--- config.mk ---
export PLATFORM = sky130hd
export DESIGN_NAME = mem_arbiter_flat
export DESIGN_NICKNAME = d
export VERILOG_FILES = /design/src/rtl/mem_arb_pkg.sv /design/src/rtl/mem_arbiter_if.sv /design/src/rtl/mem_arb_pick.sv /design/src/rtl/mem_arbiter.sv /design/src/flat_wrapper.sv
export SDC_FILE = /design/constraint.sdc
export NUM_CORES = 1
export LEC_CHECK = 0
export ABC_AREA = 1
export CAP_MARGIN = 30
export CORE_MARGIN = 1
export CORE_UTILIZATION = 26
export CTS_CLUSTER_SIZE = 28
export DETAILED_ROUTE_END_ITERATION = 6
export HOLD_SLACK_MARGIN = 0.06
export MAX_ROUTING_LAYER = met4
export SETUP_SLACK_MARGIN = 0.02
export SLEW_MARGIN = 20
export SYNTH_ARGS = -nofsm -noshare
export SYNTH_HDL_FRONTEND = slang
export SYNTH_SLANG_ARGS = --single-unit
--- constraint.sdc ---
create_clock -name clk -period 4.3 [get_ports clk]
set_input_delay 0.645 -clock clk [delete_from_list [all_inputs] [get_ports clk]]
set_output_delay 0.645 -clock clk [all_outputs]
set_load 0.03 [all_outputs]
--- src/rtl/mem_arb_pkg.sv ---
`default_nettype none
// +-------------------------------------------------------------------+
// | mem_arb_pkg : shared types and constants for the memory arbiter   |
// | Revision    : 1.0                                                 |
// +-------------------------------------------------------------------+
package mem_arb_pkg;

    typedef enum logic [1:0] {
        ST_IDLE  = 2'd0,
        ST_ISSUE = 2'd1,
        ST_WAIT  = 2'd2,
        ST_DONE  = 2'd3
    } arb_state_t;

    localparam logic P_MEM   = 1'b0;
    localparam logic P_FETCH = 1'b1;

    localparam int RAM_LAT_DEFAULT = 2;
    localparam int CNT_W           = 4;

endpackage
`default_nettype wire

--- src/rtl/mem_arbiter_if.sv ---
`default_nettype none
// +-------------------------------------------------------------------+
// | mem_arbiter_if : requester, RAM and status signals of mem_arbiter |
// | Revision       : 1.0                                              |
// +-------------------------------------------------------------------+
interface mem_arbiter_if #(
    parameter int AW = 32,
    parameter int DW = 32
);
    logic          m0_req;
    logic          m0_we;
    logic [AW-1:0] m0_addr;
    logic [DW-1:0] m0_wdata;
    logic          m0_gnt;
    logic          m0_rvalid;
    logic [DW-1:0] m0_rdata;

    logic          m1_req;
    logic          m1_we;
    logic [AW-1:0] m1_addr;
    logic [DW-1:0] m1_wdata;
    logic          m1_gnt;
    logic          m1_rvalid;
    logic [DW-1:0] m1_rdata;

    logic          ram_en;
    logic          ram_we;
    logic [AW-1:0] ram_addr;
    logic [DW-1:0] ram_wdata;
    logic [DW-1:0] ram_rdata;

    logic          busy;

    // Arbiter side
    modport slave (
        input  m0_req, m0_we, m0_addr, m0_wdata,
        output m0_gnt, m0_rvalid, m0_rdata,
        input  m1_req, m1_we, m1_addr, m1_wdata,
        output m1_gnt, m1_rvalid, m1_rdata,
        output ram_en, ram_we, ram_addr, ram_wdata,
        input  ram_rdata,
        output busy
    );

    // Requester / RAM environment side
    modport master (
        output m0_req, m0_we, m0_addr, m0_wdata,
        input  m0_gnt, m0_rvalid, m0_rdata,
        output m1_req, m1_we, m1_addr, m1_wdata,
        input  m1_gnt, m1_rvalid, m1_rdata,
        input  ram_en, ram_we, ram_addr, ram_wdata,
        output ram_rdata,
        input  busy
    );

endinterface
`default_nettype wire

--- src/rtl/mem_arb_pick.sv ---
`default_nettype none
// +-------------------------------------------------------------------+
// | mem_arb_pick : winner selection; fixed m0-first, or round-robin   |
// |                when MEM_ARB_RR_EN is defined                      |
// | Revision     : 1.0                                                |
// +-------------------------------------------------------------------+
module mem_arb_pick
    import mem_arb_pkg::*;
(
    input  wire logic [1:0] req,
    input  wire logic       last_grant,
    output logic            winner
);

`ifdef MEM_ARB_RR_EN
    always_comb begin
        winner = P_MEM;
        if (req == 2'b11) begin
            winner = ~last_grant;
        end else if (req[1] && !req[0]) begin
            winner = P_FETCH;
        end
    end
`else
    logic w_unused_last_grant;
    assign w_unused_last_grant = last_grant;

    always_comb begin
        winner = P_MEM;
        if (!req[0] && req[1]) begin
            winner = P_FETCH;
        end
    end
`endif

endmodule
`default_nettype wire

--- src/rtl/mem_arbiter.sv ---
`default_nettype none
// +-------------------------------------------------------------------+
// | mem_arbiter : two-port single-RAM arbiter, IDLE/ISSUE/WAIT/DONE   |
// |               FSM; MEM_ARB_RR_EN selects round-robin arbitration  |
// | Revision    : 1.0                                                 |
// +-------------------------------------------------------------------+
module mem_arbiter
    import mem_arb_pkg::*;
#(
    parameter int RAM_LAT = RAM_LAT_DEFAULT,
    parameter int AW      = 32,
    parameter int DW      = 32
) (
    input  wire logic     clk,
    input  wire logic     rst_n,
    mem_arbiter_if.slave  bus
);

    localparam logic [CNT_W-1:0] C_WAIT_LOAD = CNT_W'(RAM_LAT - 1);

    arb_state_t       r_state;
    logic [CNT_W-1:0] r_cnt;
    logic             r_win;
    logic             r_we;
    logic [AW-1:0]    r_addr;
    logic [DW-1:0]    r_wdata;
    logic [1:0]       r_gnt;
    logic [1:0]       r_rvalid;
    logic             r_ram_en;
    logic             r_ram_we;

    logic [1:0]       w_req;
    logic             w_winner;
    logic             w_last_grant;
    logic             w_sel_we;
    logic [AW-1:0]    w_sel_addr;
    logic [DW-1:0]    w_sel_wdata;

`ifdef MEM_ARB_RR_EN
    logic             r_last_grant;
    assign w_last_grant = r_last_grant;
`else
    assign w_last_grant = 1'b1;
`endif

    assign w_req = {bus.m1_req, bus.m0_req};

    mem_arb_pick u_pick (
        .req        (w_req),
        .last_grant (w_last_grant),
        .winner     (w_winner)
    );

    assign w_sel_we    = (w_winner == P_FETCH) ? bus.m1_we    : bus.m0_we;
    assign w_sel_addr  = (w_winner == P_FETCH) ? bus.m1_addr  : bus.m0_addr;
    assign w_sel_wdata = (w_winner == P_FETCH) ? bus.m1_wdata : bus.m0_wdata;

    // Strobes, grants and completions are single-cycle pulses, cleared by default
    always_ff @(posedge clk or negedge rst_n) begin
        if (!rst_n) begin
            r_state  <= ST_IDLE;
            r_cnt    <= '0;
            r_win    <= 1'b0;
            r_we     <= 1'b0;
            r_addr   <= '0;
            r_wdata  <= '0;
            r_gnt    <= 2'b00;
            r_rvalid <= 2'b00;
            r_ram_en <= 1'b0;
            r_ram_we <= 1'b0;
`ifdef MEM_ARB_RR_EN
            r_last_grant <= 1'b1;
`endif
        end else begin
            r_gnt    <= 2'b00;
            r_rvalid <= 2'b00;
            r_ram_en <= 1'b0;
            r_ram_we <= 1'b0;
            case (r_state)
                ST_IDLE: begin
                    if (|w_req) begin
                        r_win           <= w_winner;
                        r_we            <= w_sel_we;
                        r_addr          <= w_sel_addr;
                        r_wdata         <= w_sel_wdata;
                        r_ram_en        <= 1'b1;
                        r_ram_we        <= w_sel_we;
                        r_gnt[w_winner] <= 1'b1;
`ifdef MEM_ARB_RR_EN
                        r_last_grant    <= w_winner;
`endif
                        r_state         <= ST_ISSUE;
                    end
                end
                ST_ISSUE: begin
                    if (RAM_LAT > 1) begin
                        r_cnt   <= C_WAIT_LOAD;
                        r_state <= ST_WAIT;
                    end else begin
                        r_rvalid[r_win] <= 1'b1;
                        r_state         <= ST_DONE;
                    end
                end
                ST_WAIT: begin
                    if (r_cnt <= CNT_W'(1)) begin
                        r_cnt           <= '0;
                        r_rvalid[r_win] <= 1'b1;
                        r_state         <= ST_DONE;
                    end else begin
                        r_cnt <= r_cnt - CNT_W'(1);
                    end
                end
                ST_DONE: begin
                    r_state <= ST_IDLE;
                end
                default: begin
                    r_state <= ST_IDLE;
                end
            endcase
        end
    end

    assign bus.m0_gnt    = r_gnt[0];
    assign bus.m1_gnt    = r_gnt[1];
    assign bus.m0_rvalid = r_rvalid[0];
    assign bus.m1_rvalid = r_rvalid[1];

    // RAM data arrives exactly in DONE, so load data is steered through rather than registered
    assign bus.m0_rdata  = (r_rvalid[0] && !r_we) ? bus.ram_rdata : '0;
    assign bus.m1_rdata  = (r_rvalid[1] && !r_we) ? bus.ram_rdata : '0;

    assign bus.ram_en    = r_ram_en;
    assign bus.ram_we    = r_ram_we;
    assign bus.ram_addr  = (r_state == ST_ISSUE) ? r_addr  : '0;
    assign bus.ram_wdata = (r_state == ST_ISSUE) ? r_wdata : '0;

    assign bus.busy      = (r_state != ST_IDLE);

endmodule
`default_nettype wire

--- src/flat_wrapper.sv ---
// flat-port wrapper written by rule: the top's interface ports become plain ports
module mem_arbiter_flat import mem_arb_pkg::*;
#(
    parameter int RAM_LAT = RAM_LAT_DEFAULT,
    parameter int AW      = 32,
    parameter int DW      = 32
)
  (clk, rst_n, bus_m0_req, bus_m0_we, bus_m0_addr, bus_m0_wdata, bus_m0_gnt, bus_m0_rvalid, bus_m0_rdata, bus_m1_req, bus_m1_we, bus_m1_addr, bus_m1_wdata, bus_m1_gnt, bus_m1_rvalid, bus_m1_rdata, bus_ram_en, bus_ram_we, bus_ram_addr, bus_ram_wdata, bus_ram_rdata, bus_busy);
  mem_arbiter_if #(.AW(AW), .DW(DW)) bus_i ();
  input  wire logic clk;
  input  wire logic rst_n;
  input wire logic [$bits(bus_i.m0_req)-1:0] bus_m0_req;
  input wire logic [$bits(bus_i.m0_we)-1:0] bus_m0_we;
  input wire logic [$bits(bus_i.m0_addr)-1:0] bus_m0_addr;
  input wire logic [$bits(bus_i.m0_wdata)-1:0] bus_m0_wdata;
  output wire logic [$bits(bus_i.m0_gnt)-1:0] bus_m0_gnt;
  output wire logic [$bits(bus_i.m0_rvalid)-1:0] bus_m0_rvalid;
  output wire logic [$bits(bus_i.m0_rdata)-1:0] bus_m0_rdata;
  input wire logic [$bits(bus_i.m1_req)-1:0] bus_m1_req;
  input wire logic [$bits(bus_i.m1_we)-1:0] bus_m1_we;
  input wire logic [$bits(bus_i.m1_addr)-1:0] bus_m1_addr;
  input wire logic [$bits(bus_i.m1_wdata)-1:0] bus_m1_wdata;
  output wire logic [$bits(bus_i.m1_gnt)-1:0] bus_m1_gnt;
  output wire logic [$bits(bus_i.m1_rvalid)-1:0] bus_m1_rvalid;
  output wire logic [$bits(bus_i.m1_rdata)-1:0] bus_m1_rdata;
  output wire logic [$bits(bus_i.ram_en)-1:0] bus_ram_en;
  output wire logic [$bits(bus_i.ram_we)-1:0] bus_ram_we;
  output wire logic [$bits(bus_i.ram_addr)-1:0] bus_ram_addr;
  output wire logic [$bits(bus_i.ram_wdata)-1:0] bus_ram_wdata;
  input wire logic [$bits(bus_i.ram_rdata)-1:0] bus_ram_rdata;
  output wire logic [$bits(bus_i.busy)-1:0] bus_busy;
  assign bus_i.m0_req = bus_m0_req;
  assign bus_i.m0_we = bus_m0_we;
  assign bus_i.m0_addr = bus_m0_addr;
  assign bus_i.m0_wdata = bus_m0_wdata;
  assign bus_m0_gnt = bus_i.m0_gnt;
  assign bus_m0_rvalid = bus_i.m0_rvalid;
  assign bus_m0_rdata = bus_i.m0_rdata;
  assign bus_i.m1_req = bus_m1_req;
  assign bus_i.m1_we = bus_m1_we;
  assign bus_i.m1_addr = bus_m1_addr;
  assign bus_i.m1_wdata = bus_m1_wdata;
  assign bus_m1_gnt = bus_i.m1_gnt;
  assign bus_m1_rvalid = bus_i.m1_rvalid;
  assign bus_m1_rdata = bus_i.m1_rdata;
  assign bus_ram_en = bus_i.ram_en;
  assign bus_ram_we = bus_i.ram_we;
  assign bus_ram_addr = bus_i.ram_addr;
  assign bus_ram_wdata = bus_i.ram_wdata;
  assign bus_i.ram_rdata = bus_ram_rdata;
  assign bus_busy = bus_i.busy;
  mem_arbiter #(.RAM_LAT(RAM_LAT), .AW(AW), .DW(DW)) u_core (.clk(clk), .rst_n(rst_n), .bus(bus_i));
endmodule
==> impl_metrics.csv <==
group,metric,value,unit
run_status,status,"finished, violations left",
run_status,violations,"design-rule violations",
route,drcViolationCount,26,
finish,drive_gt1_frac,0.03058,
timing,skew,3.763,ps
finish,syn2layout_area_growth,71.18,%
placed_design,routabilityCongestion,0.8217,
power_and_ir_drop,cellPowerDensity,546.9,nW/um2
worst_setup_path,r2r-end,"u_core.r_addr[10]$_DFFE_PN0P_",
clocking,htreeDepth,3,
placed_design,place_ws,1531,ps
worst_setup_path,reg2reg_slack,2220,ps
floorplanning,initial_utilization,0.2674,
placed_design,port_buffers,300,
placed_design,dp_hpwl,12320,um
logic_synthesis,synth_area_per_cell,6.083,um2
worst_setup_path,endpoint_kind,"primary output",
timing,rsz0062_at_grt,"false",
logic_synthesis,synth_top_area_cell,"dfrtp_1",
clocking,insertion_delay,330,ps
finish,fin_util,0.4577,
global_routing,globalRouteTotalUtil,0.1859,
clocking,cts_buffers,9,
floorplanning,dieArea,19150,um2
clocking,cts_buffer_depth,2,
route,wl_per_cell,12.88,um
timing,tns,0,ps
route,via_per_inst,4.073,
timing,worstMarginPinSlew,756.7,ps
finish,fill_cells,1922,
logic_synthesis,ys_seq_area_frac,0.4036,
worst_hold_path,hp-class,"in -> async",
timing,max_freq,0.3194,GHz
floorplanning,die_x,138.4,um
global_routing,grt_pass1_wl,27470,um
logic_synthesis,synth_commonest_cells,"nand2_1, inv_1, dfrtp_1",
timing,drv_slew,0,
logic_synthesis,synthesis.nets,966,
route,drtIter0Drc,211,
worst_setup_path,worstSetupPathType,"reg -> out",
global_routing,grt_start_max_net_pins,67,
finish,diodes,0,
timing,slew_headroom,0.4955,
route,via_count,5328,
floorplanning,die_h,138.4,um
clocking,cts.repair.resized,0,
finish,stdcell_area,8278,um2
logic_synthesis,ys_async_sr_fraction,1.000,
floorplanning,rows,49,
floorplanning,ioPinCount,301,
logic_synthesis,ys_warn_count,0,
clocking,cts_tree,"yes",
global_routing,grt_antenna_before_repair,0,
route,wirelength,16840,um
logic_synthesis,ys_ff_latch,78,
worst_setup_path,cp_data_required_time,3650,ps
worst_setup_path,crit_fanout,33,
worst_setup_path,rr_worst_depth,8,
timing,hold_viol,0,
logic_synthesis,synth_edf_count,0,
logic_synthesis,synthCells,795,
clocking,cts_hold_buf,0,
placed_design,dp.cells,1292,
timing,fin_ws,1169,ps
clocking,postCtsSetupBuffers,0,
worst_setup_path,cp-start-kind,"register",
placed_design,dpl-instance-area,7958,um2
floorplanning,core,18090,um2
worst_setup_path,crit_arrival,2490,ps
logic_synthesis,synth_area_leaders,"dfrtp_1, nand2_1, inv_1",
logic_synthesis,yosys_most_used_dff,"dfrtp_1",
power_and_ir_drop,p_leak,4.598,nW
global_routing,grt_pass1_vias,5183,
timing,finalCriticalPeriod,3131,ps
clocking,cts_root_buffer,"clkbuf_16",
route,first_pass_iters,6,
power_and_ir_drop,ir_drop,246.8,uV
finish,layout.cells.non_filler,1308,
job,maxCapViolations,0,
logic_synthesis,yosysMostFrequentCell,"nand2_1",
finish,nNetsFinal,1245,
route,ant_nets,0,
timing,setup_violations,0,
timing,period_share,0.7281,
clocking,clock_sinks,78,
clocking,clkTransAtPathRegs,60,ps
logic_synthesis,synth_top_area_share,0.4036,
logic_synthesis,synth_cell_types,20,
logic_synthesis,synth.cell_area,4836,um2
global_routing,grt-ovfl-total,0,
worst_setup_path,r2r_start,"u_core.r_state[0]$_DFFE_PN0P_",
area by class of cell:
type / instances / area (um2) / area share
clock inverters: 3 / 40.04 / 0.004837
clock buffers: 13 / 280.3 / 0.03386
well taps: 229 / 286.5 / 0.03461
flip-flops and latches: 78 / 1952 / 0.2358
multi-input cells: 561 / 2187 / 0.2642
repair buffers: 309 / 3100 / 0.3745
inverters: 115 / 431.7 / 0.05215
power by group:
part | internal [mW] | switching (mW) | total [mW]
registers | 1.07 | 0.173 | 1.24
clock network | 0.511 | 0.291 | 0.802
logic | 0.949 | 1.53 | 2.48
total | 2.53 | 2.00 | 4.53
per-layer routing:
layer / vias to the layer above / GRT usage / share of wire
li1: 2822 / - / -
met1: 2359 / 0.2303 / 0.46
met2: 130 / 0.3104 / 0.48
met3: 17 / 0.03014 / 0.043
met4: 0 / 0.05559 / 0.016
met5: - / - / 0
critical path, stage by stage, from the launching register on:
cell             delay, ps
dfrtp_1                390
inv_1                   90
ha_2                   380
buf_4                  410
nand2_1                130
inv_1                   80
clkdlybuf4s50_1        670
cells in the final DEF (no fill, tap or decap), drive strengths merged:
master and n:
a21boi 1, a21oi 1, buf 10, bufinv 1
clkbuf 13, clkdlybuf4s50 299, clkinv 2, dfrtp 78
ha 5, inv 115, nand2 471, nand3 3
nand4 1, nor2 73, nor3 2, o211ai 1
o21ai 2, xnor2 1
logic make-up after synthesis:
group / share of synthesized area
AO/OA/AOI/OAI: 0.006210
XOR/XNOR: 0.001811
adder cells (fa/ha/maj): 0.01294
buffers and inverters: 0.1452
flip-flops: 0.4036
AND/OR/NAND/NOR: 0.4303
stage by stage:
| stage | power (mW) | hold WS, ps |
|---|---|---|
| 2_1_floorplan | 2.798 | 349.4 |
| 3_3_place_gp | 3.746 | 424.2 |
| 3_5_place_dp | 3.761 | 425.6 |
| 4_1_cts | 4.599 | 279.0 |
| 5_1_grt | 4.896 | 296.0 |
| 6_report | 4.527 | 262.5 |
worst max-delay path by stage:
stage | slack [ps] | end | cells after the start | start
final | 1170 | bus_ram_wdata[10] | 6 | u_core.r_state[1]$_DFFE_PN0P_
after global routing | 1000 | bus_ram_addr[14] | 6 | u_core.r_state[1]$_DFFE_PN0P_
after CTS | 1150 | bus_ram_wdata[10] | 6 | u_core.r_state[1]$_DFFE_PN0P_
after detailed placement | 1530 | bus_ram_wdata[10] | 6 | u_core.r_state[1]$_DFFE_PN0P_
after global placement | 1530 | bus_ram_wdata[10] | 6 | u_core.r_state[1]$_DFFE_PN0P_
after floorplan | 2370 | bus_ram_addr[0] | 6 | u_core.r_state[1]$_DFFE_PN0P_
flip-flops by register name (all words and copies together), names as in the netlist:
| name | flops |
|---|---|
| u_core.bus.ram_en | 1 |
| u_core.bus.ram_we | 1 |
| u_core.r_addr | 32 |
| u_core.r_cnt | 4 |
| u_core.r_gnt | 2 |
| u_core.r_rvalid | 2 |
| u_core.r_state | 2 |
| u_core.r_wdata | 32 |
| u_core.r_we | 1 |
| u_core.r_win | 1 |
Note: power is estimated with default switching activity, not from simulation.
